### config.mk
export PLATFORM = sky130hd
export DESIGN_NAME = hvsync_generator
export DESIGN_NICKNAME = d
export VERILOG_FILES = /design/src/rtl/hvsync_generator.sv
export SDC_FILE = /design/constraint.sdc
export NUM_CORES = 1
export LEC_CHECK = 0
export ABC_CLOCK_PERIOD_IN_PS = 2250
export BUFFER_PORTS_ARGS = -buffer_cell sky130_fd_sc_hd__buf_2
export CORE_ASPECT_RATIO = 1.25
export CORE_MARGIN = 3
export CORE_UTILIZATION = 35
export DETAILED_ROUTE_END_ITERATION = 8
export PLACE_DENSITY = 0.59
export SKIP_CTS_REPAIR_TIMING = 1
export SYNTH_ARGS = -nofsm -noshare
export SYNTH_HDL_FRONTEND = slang
export SYNTH_SLANG_ARGS = --single-unit
### constraint.sdc
create_clock -name clk -period 2.25 [get_ports clk]
set_input_delay 0.45 -clock clk [delete_from_list [all_inputs] [get_ports clk]]
set_output_delay 0.45 -clock clk [all_outputs]
set_load 0.01 [all_outputs]
### src/rtl/hvsync_generator.sv
// Free-running VGA raster timing: pixel/line counters plus sync and visible-area flags.
// Flags are registered from the next-state counters, so they stay in step with CounterX/CounterY.
module hvsync_generator #(
   parameter int unsigned H_ACTIVE = 640,
   parameter int unsigned H_FP     = 16,
   parameter int unsigned H_SYNC   = 96,
   parameter int unsigned H_BP     = 48,
   parameter int unsigned V_ACTIVE = 480,
   parameter int unsigned V_FP     = 10,
   parameter int unsigned V_SYNC   = 2,
   parameter int unsigned V_BP     = 33
) (
   input  logic       clk,
   input  logic       reset,
   output logic       vga_h_sync,
   output logic       vga_v_sync,
   output logic       inDisplayArea,
   output logic [9:0] CounterX,
   output logic [9:0] CounterY
);

   localparam int unsigned H_TOTAL = H_ACTIVE + H_FP + H_SYNC + H_BP;
   localparam int unsigned V_TOTAL = V_ACTIVE + V_FP + V_SYNC + V_BP;

   localparam logic [9:0]  H_LAST       = 10'(H_TOTAL - 1);
   localparam logic [9:0]  V_LAST       = 10'(V_TOTAL - 1);
   localparam logic [10:0] H_SYNC_FIRST = 11'(H_ACTIVE + H_FP);
   localparam logic [10:0] H_SYNC_END   = 11'(H_ACTIVE + H_FP + H_SYNC);
   localparam logic [10:0] V_SYNC_FIRST = 11'(V_ACTIVE + V_FP);
   localparam logic [10:0] V_SYNC_END   = 11'(V_ACTIVE + V_FP + V_SYNC);
   localparam logic [10:0] H_VISIBLE    = 11'(H_ACTIVE);
   localparam logic [10:0] V_VISIBLE    = 11'(V_ACTIVE);

   logic [9:0] x_q, x_d;
   logic [9:0] y_q, y_d;
   logic       h_sync_q, h_sync_d;
   logic       v_sync_q, v_sync_d;
   logic       de_q, de_d;
   logic [10:0] x_ext, y_ext;

   always_comb begin
      x_d = x_q + 10'd1;
      y_d = y_q;
      if (x_q == H_LAST) begin
         x_d = 10'd0;
         if (y_q == V_LAST) begin
            y_d = 10'd0;
         end else begin
            y_d = y_q + 10'd1;
         end
      end
   end

   // Decode against the values the counters are about to take so flags line up with them.
   always_comb begin
      x_ext    = {1'b0, x_d};
      y_ext    = {1'b0, y_d};
      h_sync_d = ~((x_ext >= H_SYNC_FIRST) && (x_ext < H_SYNC_END));
      v_sync_d = ~((y_ext >= V_SYNC_FIRST) && (y_ext < V_SYNC_END));
      de_d     = (x_ext < H_VISIBLE) && (y_ext < V_VISIBLE);
   end

   always_ff @(posedge clk or negedge reset) begin
      if (!reset) begin
         x_q      <= 10'd0;
         y_q      <= 10'd0;
         h_sync_q <= 1'b1;
         v_sync_q <= 1'b1;
         de_q     <= 1'b0;
      end else begin
         x_q      <= x_d;
         y_q      <= y_d;
         h_sync_q <= h_sync_d;
         v_sync_q <= v_sync_d;
         de_q     <= de_d;
      end
   end

   assign CounterX      = x_q;
   assign CounterY      = y_q;
   assign vga_h_sync    = h_sync_q;
   assign vga_v_sync    = v_sync_q;
   assign inDisplayArea = de_q;

endmodule

==> metrics <==
status finished, final reports clean; initial antenna violation count 0; Max Cap Viol 0; CTS max path bufs 2; final hold vios 0; Distinct cells, synth 44; RePlAce Congestion 0.831; CP max-delay cell or4b_1; Compound-Gate Fraction of Synth Area 16.4%; fraction of registers with async set/reset 100%; sequential area share after synthesis 43.8%; height of the chip 74.7 um; Top Ports 25; Skew-Pair Late Insertion Delay 0.27 ns; total number of vias 1149; Syn Inst Count 134; Hold Crit Class in2async; Root Buffer clkbuf_8; CP peak stage delay 0.46 ns; FP Rows 24; worst vdd ir 0.204 mV; nets 177; DIE AREA 4550 um2; Via density 5.50; Syn Area/Cell 9.86 um2; Area Overhead vs Synth 22.5%; Placed Cells 204; post-synthesis net count 140; mux contribution to synthesized area 0%; internal reg-to-reg setup slack 0.09 ns; largest net degree at the start of global routing 24; R2R Path Start CounterX[0]; RSZ-0062 raised after global routing true; Startpoint Class flop; Starting Density 37.3%; post-layout util 45.7%; power per cell area 425 nW/um2; Tot Pwr 0.688 mW; final setup vio count 0; final wirelength 3060 um; first-pass GRT wire length 5240 um; r2r worst-path depth 6; EDFF count, synth 0; ys flop type dfrtp_1; synth warn 0; Pre-antenna DRT Iters 4; Pleak 0.760 nW; crit path capture type flop; Port Buffers 24; worst path cell trace ha_2, and4_4, nand3_4, or4_4, a221oi_2, or4b_1; Worst R2R End vga_v_sync; Final Critical Period 2.16 ns; fin cells 209; post-synth top area cell dfrtp_1; Num CTS Buffers 3; hpwl dp 2360 um; Synth Area in Simple Gates 23.0%; Max Slew Vio Count 0; Slew headroom 66.1%; Worst Skew 0.00905 ns; Setup CP Type reg2reg; Worst EP required 2.43 ns; share of layout cells above drive strength 1 34.7%; fin crit share 95.9%; adder-cell share of the synthesized area 3.79%; actual slew at the worst max-slew pin 0.509 ns; Core Area 3540 um2; diode count 0; crit path DAT 2.34 ns; synth top area cells dfrtp_1 40%, dfstp_2 4.0%, ha_1 3.8%; combinational family with the most area after synthesis simple AND/OR/NAND/NOR gates; total gr overflow 0; Synth Area in XOR/XNOR 6.63%; H-tree depth 1; CP bufs+invs 0; Crit Path Max Fanout 5; clock-pin slew on the worst setup and hold paths 0.09 ns; placed cell area 1560 um2; design area 1620 um2; number of synthesized register bits 23; routed wire length per instance 14.7 um; CTS tree yes; CP delay by family, top simple AND/OR/NAND/NOR gates; post-route ant nets 0; vias in the first global route 1159; Max Fclk 0.463 GHz; Synth Cell Area 1320 um2; clk sinks 23; gr usage total 15.3%; top-area cell type share of the netlist area 39.8%; Die X 61.0 um; number of remaining DRC errors 0; initial drt markers 25
## worst register-to-register path: stages, from the launching register on
cell	delay [ns]
dfrtp_2	0.37
ha_2	0.18
and4_4	0.26
nand3_4	0.06
or4_4	0.43
a221oi_2	0.30
or4b_1	0.46
## how the worst max path moves through the flow
stage,slack (ns),depth (start not counted),to,start
final,0.09,6,vga_v_sync,CounterX[0]
after global routing,-0.01,6,vga_v_sync,CounterX[1]
after CTS,0.02,6,vga_v_sync,CounterX[1]
after detailed placement,0.03,6,vga_v_sync,CounterX[1]
after global placement,0.08,7,vga_v_sync,CounterX[1]
after floorplan,-0.005,7,vga_v_sync,CounterX[1]
## metal layers
layer | routed length [um] | vias to the layer above | GRT usage [%] | part of all wire [%]
met4 | 99 | 0 | 8.67 | 3.2
met3 | 129 | 8 | 2.06 | 4.2
met2 | 1530 | 38 | 25.2 | 50
met5 | 0 | - | 0 | 0
met1 | 1310 | 543 | 18.8 | 43
li1 | - | 560 | - | -
## through the flow
step	hold slack, ns	worst slack, ns	setup TNS, ns
after CTS	0.154	0.0174	0
after detailed placement	0.454	0.0299	0
after floorplan	0.154	-0.00496	-0.00496
final	0.134	0.0911	0
after global placement	0.450	0.0843	0
after global routing	0.173	-0.00951	-0.00951
## cell usage in the layout (no fill, tap or decap), types with 2 or more instances in the layout
cell type	synthesis	layout
a21o_1	2	2
a21oi_1	2	2
a22o_1	3	3
a41oi_1	4	4
and3_1	3	3
buf_2	2	24
buf_4	1	16
clkbuf_8	0	3
dfrtp_1	21	20
dfstp_2	2	2
ha_1	4	3
inv_1	9	9
nand2_1	8	8
nand3_1	6	6
nand4_1	6	6
nor2_1	10	9
nor3_1	3	3
o211ai_1	2	2
o21ai_0	8	8
xnor2_1	5	5
xor2_1	5	5
## state kept, by name (all words and copies together) (netlist names)
name and flops:
vga_h_sync 1, inDisplayArea 1, CounterX 10, CounterY 10, vga_v_sync 1
## where the power goes
part | leakage [nW] | internal (mW) | switching, mW
clock network | 0.0255 | 0.124 | 0.143
logic | 0.440 | 0.000620 | 0.00764
registers | 0.295 | 0.413 | 0
total | 0.760 | 0.538 | 0.150
## area by class of cell
| class | instances | area, um2 |
|---|---|---|
| multi-input cells | 94 | 671 |
| flip-flops and latches | 23 | 579 |
| well taps | 39 | 48.8 |
| inverters | 9 | 33.8 |
| fillers | 356 | 1920 |
| repair buffers | 40 | 240 |
| clock inverters | 1 | 5.00 |
| clock buffers | 3 | 41.3 |
## cell usage after synthesis, types with 2 or more instances
cell	n
ha_1	4
clkbuf_1	3
buf_6	2
a21o_1	2
a21oi_1	2
o21ai_0	8
nand2_1	8
nand4_1	6
xnor2_1	5
dfstp_2	2
a22o_1	3
buf_2	2
a41oi_1	4
inv_1	9
nor2_1	10
and4_1	2
xor2_1	5
and3_1	3
nand3_1	6
dfrtp_1	21
nor3_1	3
o211ai_1	2
## cells by family (layout without fill, tap and decap cells)
logic type	Yosys count	after routing
and+or+nand+nor	51	51
AOI/OAI and AO/OA	29	29
DFF	23	23
buffers and inverters	17	53
xor gates and xnor gates	10	10
adders and majority gates	4	4
Note: power is estimated with default switching activity, not from simulation.
